## config.mk

```make
export PLATFORM = sky130hd
export DESIGN_NAME = tx_frame_sequencer
export DESIGN_NICKNAME = d
export VERILOG_FILES = /design/src/rtl/tx_frame_sequencer_pkg.sv /design/src/rtl/tx_frame_sequencer_handshake.sv /design/src/rtl/tx_frame_sequencer.sv
export SDC_FILE = /design/constraint.sdc
export NUM_CORES = 1
export LEC_CHECK = 0
export CELL_PAD_IN_SITES_DETAIL_PLACEMENT = 2
export CELL_PAD_IN_SITES_GLOBAL_PLACEMENT = 2
export CORE_MARGIN = 4
export CORE_UTILIZATION = 33
export DETAILED_ROUTE_END_ITERATION = 8
export PLACE_DENSITY = 0.77
export REMOVE_ABC_BUFFERS = 1
export SKIP_LAST_GASP = 1
export SLEW_MARGIN = 20
export SYNTH_ARGS = -nofsm -noshare
export SYNTH_HDL_FRONTEND = slang
export SYNTH_SLANG_ARGS = --single-unit
```

## constraint.sdc

```tcl
create_clock -name divClk -period 2.49 [get_ports divClk]
set_input_delay 0.498 -clock divClk [delete_from_list [all_inputs] [get_ports divClk]]
set_output_delay 0.498 -clock divClk [all_outputs]
set_load 0.005 [all_outputs]
```

## src/rtl/tx_frame_sequencer_pkg.sv

```systemverilog
// Shared types and constants for the single-transmitter frame sequencer.
// Frame byte order is header, A, B, checksum, addressed by a 2-bit index.
package tx_frame_sequencer_pkg;

  typedef enum logic [2:0] {
    ST_IDLE     = 3'd0,
    ST_LOAD     = 3'd1,
    ST_ISSUE    = 3'd2,
    ST_WAIT_END = 3'd3,
    ST_NEXT     = 3'd4,
    ST_DONE     = 3'd5
  } state_e;

  typedef enum logic [1:0] {
    HS_IDLE  = 2'd0,
    HS_ISSUE = 2'd1,
    HS_WAIT  = 2'd2
  } hs_state_e;

  localparam logic [1:0] IDX_HDR = 2'd0;
  localparam logic [1:0] IDX_A   = 2'd1;
  localparam logic [1:0] IDX_B   = 2'd2;
  localparam logic [1:0] IDX_CHK = 2'd3;

  localparam logic [7:0] DEF_HDR_BYTE = 8'hA5;

endpackage

```

## src/rtl/tx_frame_sequencer_handshake.sv

```systemverilog
// One-byte start/active handshake with the UART transmitter, plus the
// acknowledge timeout. Byte is latched when go is first seen.
module tx_byte_handshake
  import tx_frame_sequencer_pkg::*;
#(
  parameter int DATA_W      = 8,
  parameter int ACK_TIMEOUT = 255
) (
  input  logic              divClk,
  input  logic              rst,
  input  logic              go,
  input  logic [DATA_W-1:0] byte_in,
  input  logic              tx_active,
  output logic              tx_start,
  output logic [DATA_W-1:0] tx_data,
  output logic              byte_done,
  output logic              timeout
);

  localparam logic [7:0] TMO = 8'(ACK_TIMEOUT);

  hs_state_e         hs_q, hs_d;
  logic              tx_start_q, tx_start_d;
  logic [DATA_W-1:0] data_q, data_d;
  logic [7:0]        cnt_q, cnt_d;
  logic [7:0]        cnt_inc;

  always_ff @(posedge divClk or posedge rst) begin
    if (rst) begin
      hs_q       <= HS_IDLE;
      tx_start_q <= 1'b0;
      data_q     <= '0;
      cnt_q      <= '0;
    end else begin
      hs_q       <= hs_d;
      tx_start_q <= tx_start_d;
      data_q     <= data_d;
      cnt_q      <= cnt_d;
    end
  end

  always_comb begin
    hs_d       = hs_q;
    tx_start_d = tx_start_q;
    data_d     = data_q;
    cnt_d      = cnt_q;
    byte_done  = 1'b0;
    timeout    = 1'b0;
    cnt_inc    = cnt_q + 8'd1;
    case (hs_q)
      HS_IDLE: begin
        if (go) begin
          tx_start_d = 1'b1;
          data_d     = byte_in;
          cnt_d      = '0;
          hs_d       = HS_ISSUE;
        end
      end
      HS_ISSUE: begin
        // An acknowledge in the final cycle still wins over the timeout.
        if (tx_active) begin
          tx_start_d = 1'b0;
          cnt_d      = '0;
          hs_d       = HS_WAIT;
        end else if (cnt_inc == TMO) begin
          timeout    = 1'b1;
          tx_start_d = 1'b0;
          cnt_d      = '0;
          hs_d       = HS_IDLE;
        end else begin
          cnt_d = cnt_inc;
        end
      end
      HS_WAIT: begin
        if (!tx_active) begin
          byte_done = 1'b1;
          hs_d      = HS_IDLE;
        end
      end
      default: hs_d = HS_IDLE;
    endcase
  end

  assign tx_start = tx_start_q;
  assign tx_data  = data_q;

endmodule

```

## src/rtl/tx_frame_sequencer.sv

```systemverilog
// Sends snapshot numbers A and B as one framed transfer over a single UART
// transmitter: optional header, A, B, XOR checksum. One request may queue.
module tx_frame_sequencer
  import tx_frame_sequencer_pkg::*;
#(
  parameter int                DATA_W      = 8,
  parameter int                HDR_EN      = 1,
  parameter logic [DATA_W-1:0] HDR_BYTE    = DATA_W'(DEF_HDR_BYTE),
  parameter int                ACK_TIMEOUT = 255
) (
  input  logic              divClk,
  input  logic              rst,
  input  logic              send_req,
  input  logic [DATA_W-1:0] num_a,
  input  logic [DATA_W-1:0] num_b,
  input  logic              tx_active,
  output logic              tx_start,
  output logic [DATA_W-1:0] tx_data,
  output logic              busy,
  output logic              frame_done,
  output logic              err_timeout
);

  state_e            state_q, state_d;
  logic              send_req_q, send_req_d;
  logic              pending_q, pending_d;
  logic [DATA_W-1:0] a_q, a_d;
  logic [DATA_W-1:0] b_q, b_d;
  logic [DATA_W-1:0] chk_q, chk_d;
  logic [1:0]        idx_q, idx_d;
  logic              start;
  logic [DATA_W-1:0] cur_byte;
  logic              hs_byte_done;
  logic              hs_timeout;

  always_ff @(posedge divClk or posedge rst) begin
    if (rst) begin
      state_q    <= ST_IDLE;
      send_req_q <= 1'b0;
      pending_q  <= 1'b0;
      a_q        <= '0;
      b_q        <= '0;
      chk_q      <= '0;
      idx_q      <= IDX_HDR;
    end else begin
      state_q    <= state_d;
      send_req_q <= send_req_d;
      pending_q  <= pending_d;
      a_q        <= a_d;
      b_q        <= b_d;
      chk_q      <= chk_d;
      idx_q      <= idx_d;
    end
  end

  always_comb begin
    send_req_d = send_req;
    start      = send_req & ~send_req_q;
    state_d    = state_q;
    pending_d  = pending_q;
    a_d        = a_q;
    b_d        = b_q;
    chk_d      = chk_q;
    idx_d      = idx_q;
    // Any start seen while a frame runs (including DONE) becomes the one queued frame.
    if (state_q != ST_IDLE && start) pending_d = 1'b1;
    case (state_q)
      ST_IDLE: begin
        if (start || pending_q) begin
          pending_d = 1'b0;
          state_d   = ST_LOAD;
        end
      end
      ST_LOAD: begin
        a_d     = num_a;
        b_d     = num_b;
        chk_d   = num_a ^ num_b ^ ((HDR_EN != 0) ? HDR_BYTE : '0);
        idx_d   = (HDR_EN != 0) ? IDX_HDR : IDX_A;
        state_d = ST_ISSUE;
      end
      ST_ISSUE: begin
        if (hs_timeout)                state_d = ST_IDLE;
        else if (tx_start & tx_active) state_d = ST_WAIT_END;
      end
      ST_WAIT_END: begin
        if (hs_byte_done) state_d = ST_NEXT;
      end
      ST_NEXT: begin
        if (idx_q == IDX_CHK) begin
          state_d = ST_DONE;
        end else begin
          idx_d   = idx_q + 2'd1;
          state_d = ST_ISSUE;
        end
      end
      ST_DONE: state_d = ST_IDLE;
      default: state_d = ST_IDLE;
    endcase
  end

  always_comb begin
    case (idx_q)
      IDX_HDR: cur_byte = HDR_BYTE;
      IDX_A:   cur_byte = a_q;
      IDX_B:   cur_byte = b_q;
      default: cur_byte = chk_q;
    endcase
  end

  tx_byte_handshake #(
    .DATA_W     (DATA_W),
    .ACK_TIMEOUT(ACK_TIMEOUT)
  ) u_hs (
    .divClk   (divClk),
    .rst      (rst),
    .go       (state_q == ST_ISSUE),
    .byte_in  (cur_byte),
    .tx_active(tx_active),
    .tx_start (tx_start),
    .tx_data  (tx_data),
    .byte_done(hs_byte_done),
    .timeout  (hs_timeout)
  );

  assign busy        = (state_q != ST_IDLE);
  assign frame_done  = (state_q == ST_DONE);
  assign err_timeout = hs_timeout;

endmodule

```

==> impl_metrics.env, run 1 <==
export IMPL_fp_coreArea_mm2=0.00729
export IMPL_drc=0
export IMPL_synthArstFlopShare=1.00
export IMPL_drv_slew=0
export IMPL_cp_end_kind="primary output"
export IMPL_skew_ps=10.7
export IMPL_r2r_setup_slack_ps=500
export IMPL_clk_path_buf_depth=2
export IMPL_critPathBufInv=2
export IMPL_relSlewSlack=0.554
export IMPL_clkPwrFrac=0.171
export IMPL_dp_slack_ps=-115
export IMPL_hpwlAfterDp_mm=4.85
export IMPL_grt_total_usage=0.167
export IMPL_slowest_delay_ps=470
export IMPL_seq_area_frac_synth=0.504
export IMPL_grt_pass1_wl_mm=11.8
export IMPL_clock_latency_ps=310
export IMPL_netSwitchingFraction=0.400
export IMPL_initial_core_util=0.341
export IMPL_netlist_area_mm2=0.00248
export IMPL_required_ps=1990
export IMPL_critical_path_cell_chain="ha_4 -> buf_4 -> a21oi_1 -> nor2_1 -> o22ai_2 -> nand4_1 -> nor2_2 -> clkbuf_2"
export IMPL_ys_flop_type="dfrtp_1"
export IMPL_vias_per_cell=5.17
export IMPL_critPathTopFamily="flip-flops"
export IMPL_netlist_area_leader_share=0.504
export IMPL_num_antenna_cells=0
export IMPL_synth_cell_type_count=40
export IMPL_min_path_type="register to register"
export IMPL_drv_cap=0
export IMPL_wire_per_inst_um=16.3
export IMPL_die_x_um=94.8
export IMPL_drive_gt1_frac=0.133
export IMPL_cp_start_kind="register"
export IMPL_worstRegToRegCells=10
export IMPL_numCtsBuffers=5
export IMPL_antenna_left=0
export IMPL_grt_ovfl_total=0
export IMPL_grt_start_max_net_pins=51
export IMPL_fin_crit_sh=0.944
export IMPL_syn_avg_cell_area_um2=8.84
export IMPL_worstHoldStart="chk_q[3]"
export IMPL_cts_sinks=50
export IMPL_fin_util=0.432
export IMPL_synth_edf_count=0
export IMPL_path_clk_slew_ps=100
export IMPL_cts_root_buf="clkbuf_8"
export IMPL_multi_input_area_mm2=0.00116
export IMPL_fin_setup_tns_ps=0
export IMPL_nets=349
export IMPL_rows=31
export IMPL_fp_dieArea_mm2=0.00898
export IMPL_synth_top_cell_by_area="dfrtp_1"
export IMPL_antenna_found_initial=0
export IMPL_powerDensity_mw_per_mm2=1090
export IMPL_final_hold_viol_count=0
export IMPL_critical_path_arrival_ps=1850
export IMPL_status="finished clean"
export IMPL_sequentialPowerShare=0.416
export IMPL_ys_ff_latch=50
export IMPL_r2r_start="u_hs.cnt_q[0]"
export IMPL_critPathKind="register to primary output"
export IMPL_yosysMostFrequentCell="nand2_1"
export IMPL_finalSetupViolCount=0
export IMPL_ys_top_cells_by_area="dfrtp_1 (50%), nand2_1 (12%), o21ai_0 (6.0%), ha_1 (3.0%), nor2_1 (2.9%)"
export IMPL_dieHeight_um=94.8
export IMPL_htreeDepth=2
export IMPL_hold_depth=2
export IMPL_io_pins=32
export IMPL_nFillCells=835
export IMPL_whs_ps=486
export IMPL_dr_pass1_iters=4
export IMPL_register_area_mm2=0.00125
export IMPL_setup_slack_ps=138
export IMPL_power_leakage_nw=1.45
export IMPL_ys_top_cells_by_count="nand2_1 (81), dfrtp_1 (50), o21ai_0 (30), nor2_1 (19)"
export IMPL_ir_worst_vdd_mv=0.413
export IMPL_ys_warn_count=0
export IMPL_io_buffers=31
export IMPL_intPower_w=0.00206
export IMPL_num_vias=2187
export IMPL_min_period_ps=2350
export IMPL_cts_hold_buf=0
export IMPL_first_iter_violations=45
export IMPL_place_gp_congestion=0.764
export IMPL_fmax_mhz=425
export IMPL_worst_pin_slew_ps=669
export IMPL_cp_max_fo=6
export IMPL_worst_hold_path_endpoint="chk_q[3]"
export IMPL_cp_slowest_cell="dfrtp_2"
export IMPL_power_switching_w=0.00137
export IMPL_reg2reg_to="u_hs.tx_start"
export IMPL_synthCells=281
export IMPL_grt_pass1_vias=2467
export IMPL_p_comb_frac=0.413
export IMPL_area_delta_synth_final_pct=26.8
export IMPL_tritoncts="yes"
export IMPL_routed_wl_mm=6.89
export IMPL_critPathLaunch="u_hs.cnt_q[0]"
## cell families after synthesis
group | Yosys count | share of synthesized area
compound gates | 65 | 0.169
fa+ha+maj | 6 | 0.0302
simple gates | 124 | 0.216
xor+xnor | 10 | 0.0352
flops | 50 | 0.504
buf+inv | 26 | 0.0468
## power groups by stage
stage | logic [W] | clock network [W] | registers (W)
after global placement | 0.00136 | 0 | 0.00140
final | 0.00142 | 0.000586 | 0.00143
after CTS | 0.00146 | 0.000606 | 0.00142
after floorplan | 0.000854 | 0 | 0.00136
after global routing | 0.00163 | 0.000642 | 0.00148
after detailed placement | 0.00144 | 0 | 0.00143
## state kept, by name, summed over array words and instances, names as in the netlist
name           cells
a_q                8
b_q                8
chk_q              8
u_hs.cnt_q         8
u_hs.tx_data       8
state_q            3
idx_q              2
u_hs.hs_q          2
pending_q          1
send_req_q         1
u_hs.tx_start      1
## worst max-delay path by stage
| stage | cells past startpoint | slack, ps | to |
|---|---|---|---|
| after floorplan | 6 | 550 | err_timeout |
| after global placement | 7 | 90 | err_timeout |
| after detailed placement | 7 | -110 | err_timeout |
| after CTS | 7 | 20 | err_timeout |
| after global routing | 7 | -4 | err_timeout |
| final | 8 | 140 | err_timeout |
## timing repair
| action | CTS | global route |
|---|---|---|
| buffers inserted | 3 | 1 |
| resized for setup | 7 | 6 |
| pin swaps | 5 | 4 |
| endpoints found under the setup margin | 1 | 1 |
## stage by stage
step	area (µm²)	instances	total power (W)
global placement	2970	411	0.00276
floorplan	2410	265	0.00221
detailed placement	2970	411	0.00287
finish	3150	423	0.00343
global route	3150	423	0.00375
CTS	3120	422	0.00349
## routing by layer
| layer | vias to the layer above | wire (µm) | GRT usage |
|---|---|---|---|
| met3 | 7 | 238 | 0.0343 |
| met1 | 1128 | 3070 | 0.202 |
| met4 | 0 | 71 | 0.0433 |
| li1 | 1020 | - | - |
| met2 | 32 | 3510 | 0.302 |
| met5 | - | 0 | 0 |
## layout by cell type (no fill, tap or decap), types with 6 or more instances in the layout
master,Yosys,layout
nor2_1,19,17
nand2_1,81,81
clkdlybuf4s50_1,0,30
xor2_1,6,6
dfrtp_1,50,48
inv_1,10,9
o21ai_0,30,30
a21oi_1,11,11
buf_4,0,19
## layout make-up
class,instances,share of cell area
Sequential cell,50,0.398
Multi-Input combinational cell,205,0.368
Tap cell,99,0.0393
Clock buffer,6,0.0230
Timing Repair Buffer,51,0.148
Clock inverter,2,0.0119
Inverter,10,0.0119
## worst min-delay path, stage by stage (launching register included)
cell and delay (ps):
dfrtp_1 350, nand2_1 50, o21ai_0 60
(Power assumes the default switching activity.)
==> inputs of run 2 (changes only) <==
--- a/config.mk
+++ b/config.mk
@@ -7,7 +7,6 @@
 export LEC_CHECK = 0
 export CELL_PAD_IN_SITES_DETAIL_PLACEMENT = 2
 export CELL_PAD_IN_SITES_GLOBAL_PLACEMENT = 2
-export CORE_MARGIN = 4
 export CORE_UTILIZATION = 33
 export DETAILED_ROUTE_END_ITERATION = 8
 export PLACE_DENSITY = 0.77
==> impl_metrics.env, run 2 (synthesis gave the netlist of run 1 again) <==
export IMPL_status="finished clean"
export IMPL_die_x_um=88.8
export IMPL_critPathTopFamily="simple AND/OR/NAND/NOR gates"
export IMPL_multi_input_area_mm2=0.00117
export IMPL_worstHoldStart="chk_q[1]"
export IMPL_dr_pass1_iters=4
export IMPL_rsz0062_at_grt="yes"
export IMPL_numCtsBuffers=5
export IMPL_first_iter_violations=52
export IMPL_cp_slowest_cell="or3_4"
export IMPL_critical_path_cell_chain="nand4_1 -> or3_4 -> a21boi_2 -> nand4_1 -> buf_4 -> nor2_4 -> buf_2"
export IMPL_cp_start_kind="register"
export IMPL_grt_pass1_wl_mm=11.6
export IMPL_path_clk_slew_ps=90
export IMPL_drv_slew=0
export IMPL_fp_coreArea_mm2=0.00725
export IMPL_reg2reg_to="u_hs.cnt_q[6]"
export IMPL_power_leakage_nw=1.48
export IMPL_cts_root_buf="clkbuf_8"
export IMPL_cp_common_cell="nand4_1"
export IMPL_register_area_mm2=0.00125
export IMPL_clk_path_buf_depth=2
export IMPL_drc=0
export IMPL_antenna_found_initial=0
export IMPL_critPathKind="register to primary output"
export IMPL_finalSetupViolCount=0
export IMPL_io_buffers=31
export IMPL_nets=355
export IMPL_powerDensity_mw_per_mm2=1060
export IMPL_critPathBufInv=2
export IMPL_r2r_setup_slack_ps=140
export IMPL_cp_endpoint="err_timeout"
export IMPL_cp_end_kind="primary output"
export IMPL_grt_total_usage=0.198
export IMPL_worstRegToRegCells=11
export IMPL_relSlewSlack=0.553
export IMPL_grt_pass1_vias=2351
export IMPL_fin_crit_sh=0.970
export IMPL_fp_dieArea_mm2=0.00788
export IMPL_tritoncts="yes"
export IMPL_vias_per_cell=5.06
export IMPL_finish_instance_area_mm2=0.00320
export IMPL_critical_path_arrival_ps=1920
export IMPL_grt_start_max_net_pins=33
export IMPL_layout_commonest_cell="nand2_1"
export IMPL_critPathLaunch="u_hs.cnt_q[6]"
export IMPL_slowest_delay_ps=410
export IMPL_drv_cap=0
export IMPL_antenna_left=0
export IMPL_skew_ps=4.28
export IMPL_cp_max_fo=3
export IMPL_required_ps=1990
export IMPL_min_period_ps=2420
export IMPL_hpwlAfterDp_mm=4.70
export IMPL_wire_per_inst_um=16.2
export IMPL_cts_sinks=50
export IMPL_grt_ovfl_total=0
export IMPL_worst_pin_slew_ps=671
export IMPL_num_vias=2171
export IMPL_drive_gt1_frac=0.152
export IMPL_crit_cells=7
export IMPL_rows=31
export IMPL_layout_common_cells="nand2_1 (81), dfrtp_1 (48), clkdlybuf4s50_1 (30)"
export IMPL_fmax_mhz=414
export IMPL_htreeDepth=2
export IMPL_routed_wl_mm=6.97
export IMPL_final_hold_viol_count=0
export IMPL_ir_worst_vdd_mv=0.378
export IMPL_fin_util=0.442
export IMPL_min_path_type="register to register"
export IMPL_num_antenna_cells=0
export IMPL_r2r_start="u_hs.cnt_q[6]"
export IMPL_clock_latency_ps=310
export IMPL_dieHeight_um=88.8
export IMPL_area_delta_synth_final_pct=29.0
export IMPL_io_pins=32
export IMPL_place_area_mm2=0.00297
export IMPL_place_gp_congestion=0.795
export IMPL_nFillCells=833
export IMPL_initial_core_util=0.343
export IMPL_hold_depth=2
## run 2: metal layers
layer	part of all wire	track usage	wire [µm]	vias to the layer above
met4	0.0079	0.0572	55	0
met5	0	0	0	-
li1	-	-	-	1035
met2	0.52	0.361	3610	29
met1	0.45	0.240	3110	1102
met3	0.028	0.0345	195	5
## run 2: worst min-delay path by stage
stage / end / slack (ps)
after CTS: b_q[5] / 490
after global placement: chk_q[6] / 460
after detailed placement: b_q[5] / 470
after global routing: a_q[0] / 520
final: chk_q[1] / 480
after floorplan: chk_q[1] / 440
## run 2: worst min-delay path, cell delays in order, from the launching register on
cell and delay, ps:
dfrtp_1 350, nand2_1 50, o21ai_0 60
## run 2: layout make-up
cell class                 instances  area share
timing repair buffer              57       0.161
inverter                          10      0.0117
multi-input combinational        205       0.364
sequential                        50       0.391
clock inverter                     1     0.00937
clock buffer                       7      0.0238
tap                               99      0.0387
## run 2: what timing repair did
action                     4_1_cts  5_1_grt
resized for setup                7       11
buffers inserted                10        4
hold buffers                     0        0
setup endpoints to repair        1        3
pin swaps                        4       12
cloned                           0        0
## run 2: report_power, final
part | switching, W | internal [W] | leakage [nW]
combinational | 0.000812 | 0.000607 | 0.804
sequential | 0.000264 | 0.00115 | 0.628
clock | 0.000277 | 0.000301 | 0.0524
total | 0.00135 | 0.00206 | 1.48
## run 2: stage by stage
| stage | TNS [ps] | total power (W) | hold WS, ps | worst slack (ps) | instances |
|---|---|---|---|---|---|
| 4_1_cts | -330 | 0.00348 | 490 | -179 | 428 |
| 2_1_floorplan | 0 | 0.00221 | 445 | 547 | 265 |
| 5_1_grt | -51.7 | 0.00372 | 521 | -51.7 | 429 |
| 3_3_place_gp | 0 | 0.00275 | 457 | 96.1 | 410 |
| 6_report | 0 | 0.00341 | 482 | 74.1 | 429 |
| 3_5_place_dp | 0 | 0.00286 | 467 | 0.276 | 410 |
